===== config.mk =====
export PLATFORM = sky130hd
export DESIGN_NAME = ram_port_ctrl
export DESIGN_NICKNAME = d
export VERILOG_FILES = /design/src/rtl/ram_pkg.sv /design/src/rtl/ram_rsp_fifo.sv /design/src/rtl/ram_port_ctrl.sv
export SDC_FILE = /design/constraint.sdc
export NUM_CORES = 1
export LEC_CHECK = 0
export CORE_MARGIN = 4
export CORE_UTILIZATION = 23
export CTS_CLUSTER_DIAMETER = 120
export DETAILED_ROUTE_END_ITERATION = 8
export PLACE_DENSITY = 0.4
export SYNTH_ARGS = -nofsm -noshare
export SYNTH_HDL_FRONTEND = slang
export SYNTH_SLANG_ARGS = --single-unit

===== constraint.sdc =====
create_clock -name PortAClk -period 2.5 [get_ports PortAClk]
set_input_delay 0.5 -clock PortAClk [delete_from_list [all_inputs] [get_ports PortAClk]]
set_output_delay 0.5 -clock PortAClk [all_outputs]
set_load 0.01 [all_outputs]

===== src/rtl/ram_pkg.sv =====
`default_nettype none
// ============================================================================
//  Module      : ram_pkg
//  Description : Shared types and constants for the ram_port_ctrl front end.
//                - ram_ctrl_state_e : controller states (IDLE, MERGE)
//                - STRB_W           : byte-strobe width for the default word
//                - ram_rsp_t        : response FIFO entry {write, data}
//  Revision    : 1.0 - initial release
// ============================================================================
package ram_pkg;

  localparam int RAM_DATAWIDTH = 32;
  localparam int RAM_ADDRWIDTH = 16;
  localparam int STRB_W        = RAM_DATAWIDTH / 8;

  typedef enum logic [0:0] {
    IDLE  = 1'b0,
    MERGE = 1'b1
  } ram_ctrl_state_e;

  typedef struct packed {
    logic                     write;
    logic [RAM_DATAWIDTH-1:0] data;
  } ram_rsp_t;

endpackage : ram_pkg
`default_nettype wire


===== src/rtl/ram_rsp_fifo.sv =====
`default_nettype none
// ============================================================================
//  Module      : ram_rsp_fifo
//  Description : Synchronous FIFO holding responses for ram_port_ctrl.
//                Simultaneous push and pop leave the count unchanged.
//  Ports       : clk      - clock
//                rst      - asynchronous active-high reset (FIFO empty)
//                i_push   - write i_data at the tail
//                i_data   - entry to write
//                i_pop    - drop the head entry (ignored when empty)
//                o_data   - head entry (undefined when o_valid is low)
//                o_valid  - FIFO holds at least one entry
//                o_count  - number of entries held
//  Revision    : 1.0 - initial release
// ============================================================================
module ram_rsp_fifo
  import ram_pkg::*;
#(
  parameter int WIDTH = RAM_DATAWIDTH + 1,
  parameter int DEPTH = 4
) (
  input  logic                     clk,
  input  logic                     rst,
  input  logic                     i_push,
  input  logic [WIDTH-1:0]         i_data,
  input  logic                     i_pop,
  output logic [WIDTH-1:0]         o_data,
  output logic                     o_valid,
  output logic [$clog2(DEPTH):0]   o_count
);

  localparam int                   c_PTR_W = $clog2(DEPTH);
  localparam logic [c_PTR_W:0]     c_FULL  = (c_PTR_W+1)'(DEPTH);

  logic [WIDTH-1:0]   r_mem [DEPTH];
  logic [c_PTR_W-1:0] r_wptr;
  logic [c_PTR_W-1:0] r_rptr;
  logic [c_PTR_W:0]   r_count;

  logic w_full;
  logic w_empty;
  logic w_do_push;
  logic w_do_pop;

  assign w_full    = (r_count == c_FULL);
  assign w_empty   = (r_count == '0);
  assign w_do_push = i_push && !w_full;
  assign w_do_pop  = i_pop && !w_empty;

  // Storage carries no reset; validity is tracked by the pointers and count.
  always_ff @(posedge clk) begin
    if (w_do_push) begin
      r_mem[r_wptr] <= i_data;
    end
  end

  // DEPTH is a power of two, so the pointers wrap naturally.
  always_ff @(posedge clk or posedge rst) begin
    if (rst) begin
      r_wptr  <= '0;
      r_rptr  <= '0;
      r_count <= '0;
    end else begin
      if (w_do_push) begin
        r_wptr <= r_wptr + 1'b1;
      end
      if (w_do_pop) begin
        r_rptr <= r_rptr + 1'b1;
      end
      case ({w_do_push, w_do_pop})
        2'b10:   r_count <= r_count + 1'b1;
        2'b01:   r_count <= r_count - 1'b1;
        default: r_count <= r_count;
      endcase
    end
  end

  // The upstream credit scheme must never let a push meet a full FIFO.
  always_ff @(posedge clk) begin
    if (!rst && i_push) begin
      assert (!w_full);
    end
  end

  assign o_data  = r_mem[r_rptr];
  assign o_valid = !w_empty;
  assign o_count = r_count;

endmodule : ram_rsp_fifo
`default_nettype wire


===== src/rtl/ram_port_ctrl.sv =====
`default_nettype none
// ============================================================================
//  Module      : ram_port_ctrl
//  Description : Request front end for the single-port ram macro. Reads and
//                full-strobe writes go straight to the RAM; partial writes
//                become a read followed by a merged write. Every request
//                produces one in-order response through ram_rsp_fifo, with
//                ReqReady issued only when a FIFO slot is guaranteed.
//  Ports       : PortAClk/PortAReset    - clock, async active-high reset
//                ReqValid/ReqReady      - request handshake
//                ReqWrite/Addr/Data/Strb- request payload
//                RspValid/RspReady      - response handshake
//                RspWrite/RspData       - response payload (data 0 on writes)
//                RamAddr/RamDataIn/RamWriteEnable/RamDataOut - RAM pins
//  Revision    : 1.0 - initial release
// ============================================================================
module ram_port_ctrl
  import ram_pkg::*;
#(
  parameter int DATAWIDTH = RAM_DATAWIDTH,
  parameter int ADDRWIDTH = RAM_ADDRWIDTH,
  parameter int RSP_DEPTH = 4
) (
  input  logic                   PortAClk,
  input  logic                   PortAReset,
  input  logic                   ReqValid,
  output logic                   ReqReady,
  input  logic                   ReqWrite,
  input  logic [ADDRWIDTH-1:0]   ReqAddr,
  input  logic [DATAWIDTH-1:0]   ReqData,
  input  logic [DATAWIDTH/8-1:0] ReqStrb,
  output logic                   RspValid,
  input  logic                   RspReady,
  output logic                   RspWrite,
  output logic [DATAWIDTH-1:0]   RspData,
  output logic [ADDRWIDTH-1:0]   RamAddr,
  output logic [DATAWIDTH-1:0]   RamDataIn,
  output logic                   RamWriteEnable,
  input  logic [DATAWIDTH-1:0]   RamDataOut
);

  localparam int               c_STRB_W     = DATAWIDTH / 8;
  localparam int               c_CNT_W      = $clog2(RSP_DEPTH) + 1;
  localparam logic [c_CNT_W:0] c_CREDIT_LIM = (c_CNT_W+1)'(RSP_DEPTH);
  localparam logic [0:0]       c_ST_IDLE    = IDLE;
  localparam logic [0:0]       c_ST_MERGE   = MERGE;

  logic [0:0]           r_state;
  logic [ADDRWIDTH-1:0] r_cap_addr;
  logic [DATAWIDTH-1:0] r_cap_data;
  logic [c_STRB_W-1:0]  r_cap_strb;
  logic                 r_pend_valid;
  logic                 r_pend_write;

  logic [c_CNT_W-1:0]   w_fifo_count;
  logic                 w_fifo_valid;
  logic [DATAWIDTH:0]   w_fifo_head;
  logic [DATAWIDTH:0]   w_push_data;
  logic [c_CNT_W:0]     w_credit_used;
  logic                 w_has_credit;
  logic                 w_in_merge;
  logic                 w_req_ready;
  logic                 w_accept;
  logic                 w_full_strb;
  logic [DATAWIDTH-1:0] w_merged;

  // A slot is reserved for the response still sitting in the pend stage, so
  // the push one cycle later always finds room.
  assign w_credit_used = {1'b0, w_fifo_count} + {{c_CNT_W{1'b0}}, r_pend_valid};
  assign w_has_credit  = (w_credit_used < c_CREDIT_LIM);
  assign w_in_merge    = (r_state == c_ST_MERGE);
  assign w_req_ready   = !PortAReset && !w_in_merge && w_has_credit;
  assign w_accept      = ReqValid && w_req_ready;
  assign w_full_strb   = &ReqStrb;

  // Byte merge of the captured write data over the old word read last cycle.
  generate
    for (genvar gi = 0; gi < c_STRB_W; gi++) begin : g_merge
      assign w_merged[8*gi +: 8] = r_cap_strb[gi] ? r_cap_data[8*gi +: 8]
                                                  : RamDataOut[8*gi +: 8];
    end
  endgenerate

  // In IDLE the RAM pins follow the request directly so an accepted access
  // is performed in its accept cycle.
  always_comb begin
    RamAddr        = ReqAddr;
    RamDataIn      = ReqData;
    RamWriteEnable = w_accept && ReqWrite && w_full_strb;
    if (w_in_merge) begin
      RamAddr        = r_cap_addr;
      RamDataIn      = w_merged;
      RamWriteEnable = !PortAReset;
    end
  end

  always_ff @(posedge PortAClk or posedge PortAReset) begin
    if (PortAReset) begin
      r_state      <= c_ST_IDLE;
      r_pend_valid <= 1'b0;
      r_pend_write <= 1'b0;
      r_cap_addr   <= '0;
      r_cap_data   <= '0;
      r_cap_strb   <= '0;
    end else begin
      r_pend_valid <= 1'b0;
      r_pend_write <= 1'b0;
      case (r_state)
        c_ST_IDLE: begin
          if (w_accept) begin
            if (!ReqWrite || w_full_strb) begin
              r_pend_valid <= 1'b1;
              r_pend_write <= ReqWrite;
            end else begin
              // Partial (or empty) strobe: the old word is being read now.
              r_cap_addr <= ReqAddr;
              r_cap_data <= ReqData;
              r_cap_strb <= ReqStrb;
              r_state    <= c_ST_MERGE;
            end
          end
        end
        c_ST_MERGE: begin
          r_pend_valid <= 1'b1;
          r_pend_write <= 1'b1;
          r_state      <= c_ST_IDLE;
        end
        default: r_state <= c_ST_IDLE;
      endcase
    end
  end

  // The pend stage lines up with the RAM's registered read data, so reads
  // and writes share a single push path and stay in order.
  assign w_push_data = {r_pend_write, (r_pend_write ? {DATAWIDTH{1'b0}} : RamDataOut)};

  ram_rsp_fifo #(
    .WIDTH (DATAWIDTH + 1),
    .DEPTH (RSP_DEPTH)
  ) u_rsp_fifo (
    .clk     (PortAClk),
    .rst     (PortAReset),
    .i_push  (r_pend_valid),
    .i_data  (w_push_data),
    .i_pop   (RspReady),
    .o_data  (w_fifo_head),
    .o_valid (w_fifo_valid),
    .o_count (w_fifo_count)
  );

  assign ReqReady = w_req_ready;
  assign RspValid = w_fifo_valid;
  // Head storage is not reset, so the payload is masked while empty.
  assign RspWrite = w_fifo_valid && w_fifo_head[DATAWIDTH];
  assign RspData  = w_fifo_valid ? w_fifo_head[DATAWIDTH-1:0] : '0;

endmodule : ram_port_ctrl
`default_nettype wire


### After elaboration in Yosys (flattened, before gate mapping)

Memories as Yosys holds them, arrays and structs flattened.
Cells that the tools add are included.

| storage, ports and cells | value |
|---|---|
| flip-flop bits (word level) | 62 |
| word-level logic and storage cells | 60 |
| output and inout port bits | 84 |
| input port bits | 89 |
| memory bits (writable) | 132 |
| memories | 1 |

| operators by class | value |
|---|---|
| bitwise logic cells | 2 |
| multiplexer cells | 21 |
| magnitude comparators | 1 |
| equality and inequality tests | 3 |
| add/subtract/negate cells | 5 |
| reduce and logical (&&, ||, !) cells | 18 |

Memory list:

| name | words | bits a word | read ports | clocked after memory_dff | wr ports | line | source |
|---|---|---|---|---|---|---|---|
| u_rsp_fifo.r_mem | 4 | 33 | 1 | 0 | 1 | ram_rsp_fifo.sv:35 | `logic [WIDTH-1:0] r_mem [DEPTH];` |

Operators by type and width:

| cell | number |
|---|---|
| two-way mux 32 bit | 3 |
| two-way mux 8 bit | 4 |
| two-way mux 16 bit | 1 |
| two-way mux 1 bit | 9 |
| logical AND 1 bit | 8 |
| case mux 1 bit (2 select lines) | 3 |
| case mux 3 bit (2 select lines) | 1 |
| zero test 1 bit | 5 |
| adder 2 x 1 -> 2 bit (second input constant) | 2 |
| adder 3 x 1 -> 4 bit | 1 |
| less-than comparator 4 x 3 -> 1 bit (second input constant) | 1 |
| AND reduction 4 bit | 1 |
| adder 3 x 1 -> 3 bit (second input constant) | 1 |
| equality test 3 bit (second input constant) | 1 |
| zero test 3 bit | 1 |
| AND reduction 3 bit | 1 |
| subtractor 3 x 1 -> 3 bit (second input constant) | 1 |
| equality test 2 x 1 -> 1 bit (second input constant) | 1 |
| equality test 2 bit (second input constant) | 1 |
| NOT 1 bit | 2 |
| nonzero test 2 bit | 1 |
| logical OR 1 bit | 1 |

### Longest topological paths before layout

Gate-level depths: netlist of the first run.

| logic depth | value |
|---|---|
| depth after elaboration | 7 |
| gate-level depth with buffers | 9 |
| gate-level depth less buffers | 9 |

### Cells and area by module

From an unflattened synthesis of the first run, not the netlist that was laid out.

| second synthesis, totals | value |
|---|---|
| cell total of the unflattened synthesis | 535 |
| area, all modules | 8,859.7 um^2 |

Modules (own cells, without submodules):

| module | instances | cells each | seq. area each (um^2) | area an instance (um^2) |
|---|---|---|---|---|
| ram_rsp_fifo | 1 | 211 | 4,139.0 | 5,247.5 |
| ram_port_ctrl | 1 | 324 | 1,376.3 | 3,612.2 |

### Least setup slack after synthesis of the first run

OpenSTA, ideal clock, no wires.

| timing path | value |
|---|---|
| path kind | register to register |
| start | register u_rsp_fifo.r_count[1], in the netlist u_rsp_fifo.o_count[1] |
| end | memory u_rsp_fifo.r_mem[0][0] (netlist bit) (enable) |
| path buffers | 0 |
| period minus slack after synthesis | 2.089 ns |
| setup slack | 0.411 ns |
| required time | 2.107 ns |
| library setup time | 0.393 ns |
| cell stages (with the launch flop) | 4 |
| data arrival time | 1.696 ns |
| cells stage by stage | dfrtp_1 > inv_1 > a31oi_1 > and2_1 |

| between the ends | value |
|---|---|
| word-level cells in the longest chain between the ends | 5 |

RTL lines:

| what | line | source |
|---|---|---|
| start, declared | ram_rsp_fifo.sv:38 | `logic [c_PTR_W:0] r_count;` |
| start signal, assigned | ram_rsp_fifo.sv:71 | `2'b10: r_count <= r_count + 1'b1;` |
| start signal, assigned | ram_rsp_fifo.sv:72 | `2'b01: r_count <= r_count - 1'b1;` |
| start signal, assigned | ram_rsp_fifo.sv:73 | `default: r_count <= r_count;` |
| equality test 3 bit | ram_rsp_fifo.sv:45 | `assign w_full = (r_count == c_FULL);` |
| zero test 1 bit | ram_rsp_fifo.sv:47 | `assign w_do_push = i_push && !w_full;` |
| logical AND 1 bit | ram_rsp_fifo.sv:47 |  |
| two-way mux 1 bit | ram_rsp_fifo.sv:52 | `if (w_do_push) begin` |
| two-way mux 1 bit (not written as such) | ram_rsp_fifo.sv:53 | `r_mem[r_wptr] <= i_data;` |
| end, declared | ram_rsp_fifo.sv:35 |  |

Every way passes these cells.

### Worst setup path in the final report of the first run

| timing path | value |
|---|---|
| start | register u_rsp_fifo.r_rptr[0] |
| end | output port RspData[3] |

| between the ends | value |
|---|---|
| word-level cells in the longest chain between the ends | 2 |

RTL lines:

| what | line | source |
|---|---|---|
| start, declared | ram_rsp_fifo.sv:37 | `logic [c_PTR_W-1:0] r_rptr;` |
| start signal, assigned | ram_rsp_fifo.sv:68 | `r_rptr <= r_rptr + 1'b1;` |
| memory (4 x 33 bit) | - |  |
| two-way mux 32 bit | ram_port_ctrl.sv:155 | `assign RspData = w_fifo_valid ? w_fifo_head[DATAWIDTH-1:0] : '0;` |
| end, declared | ram_port_ctrl.sv:35 | `output logic [DATAWIDTH-1:0] RspData,` |

Every way passes these cells.

==> results of run 1 <==
-- per-stage QoR --
stage	TNS, ps	util [%]	total power [mW]	std cells	hold WS (ps)
final	0	31.9	11.8	1268	512
after global routing	-23.9	31.9	12.5	1268	523
after CTS	-171	32.0	12.1	1267	516
after detailed placement	0	30.1	9.18	1221	494
after global placement	0	30.1	9.10	1221	489
after floorplan	0	-	7.12	536	475
-- logic make-up (layout without fill, tap and decap cells) --
| logic type | Yosys count | count (layout) | synth area share, % |
|---|---|---|---|
| muxes | 134 | 134 | 23.0 |
| and+or+nand+nor | 116 | 116 | 7.48 |
| buffers and inverters | 44 | 265 | 3.20 |
| DFF | 194 | 194 | 62.7 |
| adders and majority gates | 6 | 6 | 0.939 |
| xor gates and xnor gates | 6 | 6 | 0.597 |
| AOI/OAI and AO/OA | 36 | 36 | 2.09 |
-- placed cells by master, fill, tap and decap left out, types with 2 or more instances in the layout --
cell type        synthesis  layout
buf_8                    0       4
clkdlybuf4s50_1          0     107
clkbuf_16                0      18
inv_1                   10       9
edfxtp_1               132     132
nand2_1                  4       4
buf_2                    6      28
mux2i_1                 33      33
inv_8                    0       5
buf_6                    0       9
xor2_1                   3       3
dlygate4sd2_1            0      31
clkinvlp_4               0       2
ha_1                     5       5
nor2b_1                 32      32
and2_2                   1       5
buf_12                   6      10
o21ai_0                  2       2
clkinv_4                 0       2
a21oi_1                 32      32
buf_16                   0       2
dfrtp_2                  0       6
and2_4                   0       9
and2_1                  38      25
mux2_2                  19      19
inv_6                    0       3
xnor2_1                  3       3
nor2_1                  34      34
mux4_2                  33      33
dfrtp_1                 62      55
mux2_4                  49      49
buf_4                    3      28
-- power groups by stage --
| stage | registers (mW) | logic, mW | clock network, mW |
|---|---|---|---|
| global placement | 4.62 | 4.48 | 0 |
| floorplan | 4.34 | 2.78 | 0 |
| detailed placement | 4.64 | 4.54 | 0 |
| CTS | 4.58 | 4.62 | 2.88 |
| global route | 4.66 | 4.83 | 3.03 |
| finish | 4.58 | 4.46 | 2.79 |
-- routing by layer --
layer	vias to the layer above	track usage [%]
li1	2404	-
met1	2690	15.7
met2	113	20.0
met3	14	2.19
met4	0	2.53
met5	-	0
-- state kept, by name (all words and copies together) (netlist names), 2 cells and up --
register            count
u_rsp_fifo.r_wptr       2
u_rsp_fifo.r_rptr       2
r_cap_data             32
r_cap_strb              4
r_cap_addr             16
u_rsp_fifo.r_mem      132
u_rsp_fifo.o_count      3
-- area by class of cell --
type | count | area [µm²]
fill | 3771 | 25700
sequential | 194 | 5530
multi-input combinational | 298 | 3030
timing repair buffer | 223 | 2180
tap | 511 | 639
clock buffer | 18 | 429
clock inverter | 14 | 161
inverter | 10 | 38.8
-- critical path, stage by stage (launching register included) --
cell	delay, ps
dfrtp_2	400
buf_6	130
buf_8	130
buf_6	100
mux4_2	490
and2_4	150
buf_6	120
-- final timing paths --
path / endpoint / slack, ps
setup / recovery: RspData[3] / 70
hold / removal: r_cap_data[1] / 510
setup reg to reg: u_rsp_fifo.o_count[2] / 190
hold reg to reg: r_cap_data[1] / 510
max in group asynchronous: r_state / 1330
min in group asynchronous: r_cap_addr[2] / 540
-- timing repair --
action	in CTS	in global routing
setup buffers	12	2
cloned	3	1
setup endpoints to repair	76	36
pin swaps	3	2
hold endpoints to repair	0	0
resized for setup	170	28
==> metrics, run 1 <==
Final Slew Violations=0; combinational fraction of design power=37.7%; peak supply drop=0.524 mV; Pwr Density=985 nW/µm²; Clk pin slew, worst setup/hold paths=80 ps; Yosys warning count=0; Die Footprint=41400 µm²; number of global-route vias before repair=5763; Post-Synthesis Cell Area=8800 µm²; critical path data arrival time=1930 ps; Post-synth EDFFs=132; number of synthesized register bits=194; gr ovfl total=0; met3 layer wire length in the routed design=682 µm; Switching Power=3.71 mW; most frequent cell after synthesis=edfxtp_1; antenna violations before repair=0; Post-layout nets=839; post-route cell area=12000 µm²; share of post-route cells with drive strength above 1=32.1%; First DRT Iteration DRCs=152; CTS root buffer=clkbuf_16; CTS buffer count=17; Pre-Repair DR Iteration Count=4; Seq/Total Area, Yosys=62.7%; DRC=0; GRT Total Usage=11.8%; Final Hold Viols=0; IO Pins=173; main flop type after synthesis=edfxtp_1; DR vias=5221; final setup violation count=0; WS Path Type=register to output port; Netlist cell types=32; Area after DPL=11300 µm²; Leak=4.56 nW; CP Launch Type=register; critical path peak fanout=6; clock power share=23.6%; setup ws final=73.5 ps; Diodes inserted=0; synthesized area per cell=16.4 µm²; Yosys top cell by area=edfxtp_1; DP Wirelength=16500 µm; Max-Cap Viols=0; Int Power=8.12 mW; Clock Latency Late Sink=430 ps; Req. time, crit path=2000 ps; FF-to-FF path depth=9; fin crit period=2430 ps; Yosys top cell area share=45.1%; worst hold-check path type=register to register; Mapped Nets=631; Worst R2R Start=u_rsp_fifo.o_count[0]; Routed WL=24700 µm; final worst-path cycle share=97.1%; Via density=4.12; antenna violation net count after detailed routing=0; die width=204 µm; Async SR Flop Fraction=32.0%; Flop pwr share=38.7%; cell row count=71; pin count of the biggest net entering global routing=43; CTS tree=done; worst slack at placement=17.4 ps; gp weighted congestion=0.708; Hold-fix buffers, CTS=0; H-tree depth=4; dominant cells by area after synthesis=edfxtp_1 45%, dfrtp_1 18%, mux4_2 8.4%; area delta synth->final=36.6%; first-pass GRT wire length=36900 µm; Sw Share=31.4%; crit path capture type=output port; outcome=finished, final reports clean; Post-Route Skew=16.7 ps; Highest Signal Layer=met4; die height=204 µm; routed length per instance=19.5 µm; Post-Syn Instances=536; Core Area=37700 µm²; crit path from=u_rsp_fifo.r_rptr[0]; CTS Sinks=194; Slew headroom=57.3%; RSZ-0062 raised after global routing=true; met2 wire len=12300 µm; hold depth=1; DRT met1 WL=11400 µm; Starting Density=23.4%; Least-Margin Pin Slew=638 ps; Hold Crit Start=r_cap_data[1]; Max Fclk=412 MHz; CTS max path bufs=2; port bufs=172; Post-synth top cells=132 x edfxtp_1, 62 x dfrtp_1, 49 x mux2_4
(Power assumes the default switching activity.)
==> inputs of run 2 (changes only) <==
- ABC_CLOCK_PERIOD_IN_PS: unset -> 2500
- GPL_ROUTABILITY_DRIVEN: unset -> 0
- SYNTH_HIERARCHICAL: unset -> 1
==> metrics, run 2 <==
synthesized area per cell=16.6 µm²; Post-layout nets=854; failing checks=negative setup slack; port bufs=172; FF-to-FF path depth=8; CP Launch Type=register; Yosys top cell by area=edfxtp_1; Routed WL=24600 µm; Max-Cap Viols=0; area delta synth->final=38.1%; R2R Path End=r_cap_data[20]; R2R setup slack=280 ps; Post-Route Skew=8.67 ps; share of post-route cells with drive strength above 1=36.1%; post-layout util=32.3%; Layout fillers=3794; fin crit period=2520 ps; IO Pins=173; Yosys top cell area share=44.7%; hold depth=1; Hold Crit Start=r_cap_data[21]; Starting Density=23.4%; Largest register FFs=132; antenna violation net count after detailed routing=0; Clock Latency Late Sink=440 ps; Post-synth top cells=132 x edfxtp_1, 62 x dfrtp_1, 49 x mux2_4; Sw Share=30.2%; DP Wirelength=16700 µm; RSZ-0062 raised after global routing=true; Async SR Flop Fraction=32.0%; largest registers=u_rsp_fifo/r_mem: 132 flops, r_cap_data: 32 flops, r_cap_addr: 16 flops; Min Hold Slack=511 ps; post-route cell area=12200 µm²; setup ws final=-24.1 ps; Seq/Total Area, Yosys=62.3%; Mapped Nets=630; die height=204 µm; hold path endpoint=r_cap_data[21]; combinational fraction of design power=41.8%; Final Hold Viols=0; CTS buffer count=17; CTS Sinks=194; Int Power=8.50 mW; Post-Syn Instances=535; outcome=complete, but fails checks; Switching Power=3.68 mW; dominant cells by area after synthesis=edfxtp_1 45%, dfrtp_1 18%, mux2_4 8.3%; critical path peak fanout=6; most common cell after layout, fill and taps aside=edfxtp_1; area taken by multi-input logic gates=3090 µm²; WS Path Type=register to output port; CTS root buffer=clkbuf_16; pin count of the biggest net entering global routing=37; most frequent cells in the layout=132 x edfxtp_1, 88 x clkdlybuf4s50_1, 54 x dfrtp_1; DR vias=5208; Netlist cell types=34; first-pass GRT wire length=37500 µm; Clk pin slew, worst setup/hold paths=70 ps; die width=204 µm; worst slack at placement=-27.0 ps; antenna violations before repair=0; Final Slew Violations=0; CTS max path bufs=2; peak supply drop=0.533 mV; Least-Margin Pin Slew=858 ps; main flop type after synthesis=edfxtp_1; crit path from=u_rsp_fifo/r_rptr[0]; Area after DPL=11400 µm²; Worst R2R Start=r_state; Req. time, crit path=2000 ps; DRC=0; Core Area=37800 µm²; critical path data arrival time=2020 ps; most frequent cell after synthesis=edfxtp_1; Reg area=5530 µm²; final worst-path cycle share=101%; Top reg by flops=u_rsp_fifo/r_mem; Max Fclk=396 MHz; GRT Total Usage=11.9%; Pwr Density=995 nW/µm²; setup_tns=-68.8 ps; H-tree depth=4; Post-synth EDFFs=132; crit path capture type=output port; Slew headroom=42.8%; worst hold-check path type=register to register; number of global-route vias before repair=5808; Flop pwr share=37.8%; Die Footprint=41700 µm²; Yosys warning count=6; Pre-Repair DR Iteration Count=5; First DRT Iteration DRCs=171; cell row count=71; Via density=4.06; Leak=4.72 nW; Post-Synthesis Cell Area=8860 µm²; clock power share=20.4%; final setup violation count=3; gr ovfl total=0; number of synthesized register bits=194; CTS tree=done; routed length per instance=19.1 µm
[run 2: changes by cell type after synthesis, sizes merged]
cell and change:
mux2 +1, nand2 -1, o21ai -1, o31a +1
inv +1, clkbuf +2, and2 -1, buf -3
[run 2: worst max path at each step]
| stage | to | cells past startpoint |
|---|---|---|
| after floorplan | u_rsp_fifo/r_mem[0][0] | 3 |
| final | RspData[2] | 6 |
| after global routing | RspData[6] | 6 |
| after detailed placement | RamWriteEnable | 6 |
| after global placement | RamWriteEnable | 6 |
| after CTS | RspData[6] | 6 |
[run 2: metal layers]
layer / track usage [%] / part of all wire (%) / vias up
li1: - / - / 2426
met3: 3.28 / 5.2 / 16
met5: 0 / 0 / -
met4: 2.80 / 0.99 / 0
met2: 19.4 / 48 / 134
met1: 16.0 / 46 / 2632
[run 2: cells by family (layout without fill, tap and decap cells)]
logic type               count (synthesis)  count (layout)  share of synthesized area (%)
AND/OR/NAND/NOR                        114             114                           7.10
XOR/XNOR                                 6               6                          0.593
adder cells (fa/ha/maj)                  6               6                          0.932
buffers and inverters                   44             280                           3.66
AO/OA/AOI/OAI                           36              36                           2.29
other                                    0               1                              0
multiplexers                           135             135                           23.2
flip-flops                             194             194                           62.3
[run 2: final cells by class]
class | instances | area share, %
timing repair buffer | 238 | 19.7
tap | 511 | 5.22
multi-input combinational | 297 | 25.3
sequential | 194 | 45.2
inverter | 11 | 0.337
antenna | 1 | 0.0204
clock buffer | 19 | 3.54
clock inverter | 12 | 0.716
[run 2: timing repair]
item	4_1_cts	5_1_grt
pin swaps	7	1
resized for setup	253	28
cloned	2	0
setup buffers	28	2
setup endpoints to repair	81	37
hold buffers	0	0
[run 2: stage by stage]
step	total power, mW	instances
after floorplan	7.23	535
after global placement	9.15	1224
after detailed placement	9.22	1224
after CTS	12.3	1282
after global routing	12.9	1282
final	12.2	1283
[run 2: worst max-delay path, stage by stage (launching register included)]
cell and delay [ps]:
dfrtp_2 460, buf_12 160, buf_12 110, buf_6 80
mux4_2 480, and2_4 180, buf_6 110
[run 2: power groups by stage]
stage	clock, mW	sequential, mW	combinational (mW)
2_1_floorplan	0	4.36	2.87
5_1_grt	2.72	4.69	5.49
3_3_place_gp	0	4.67	4.48
3_5_place_dp	0	4.69	4.53
6_report	2.49	4.60	5.09
4_1_cts	2.59	4.61	5.11
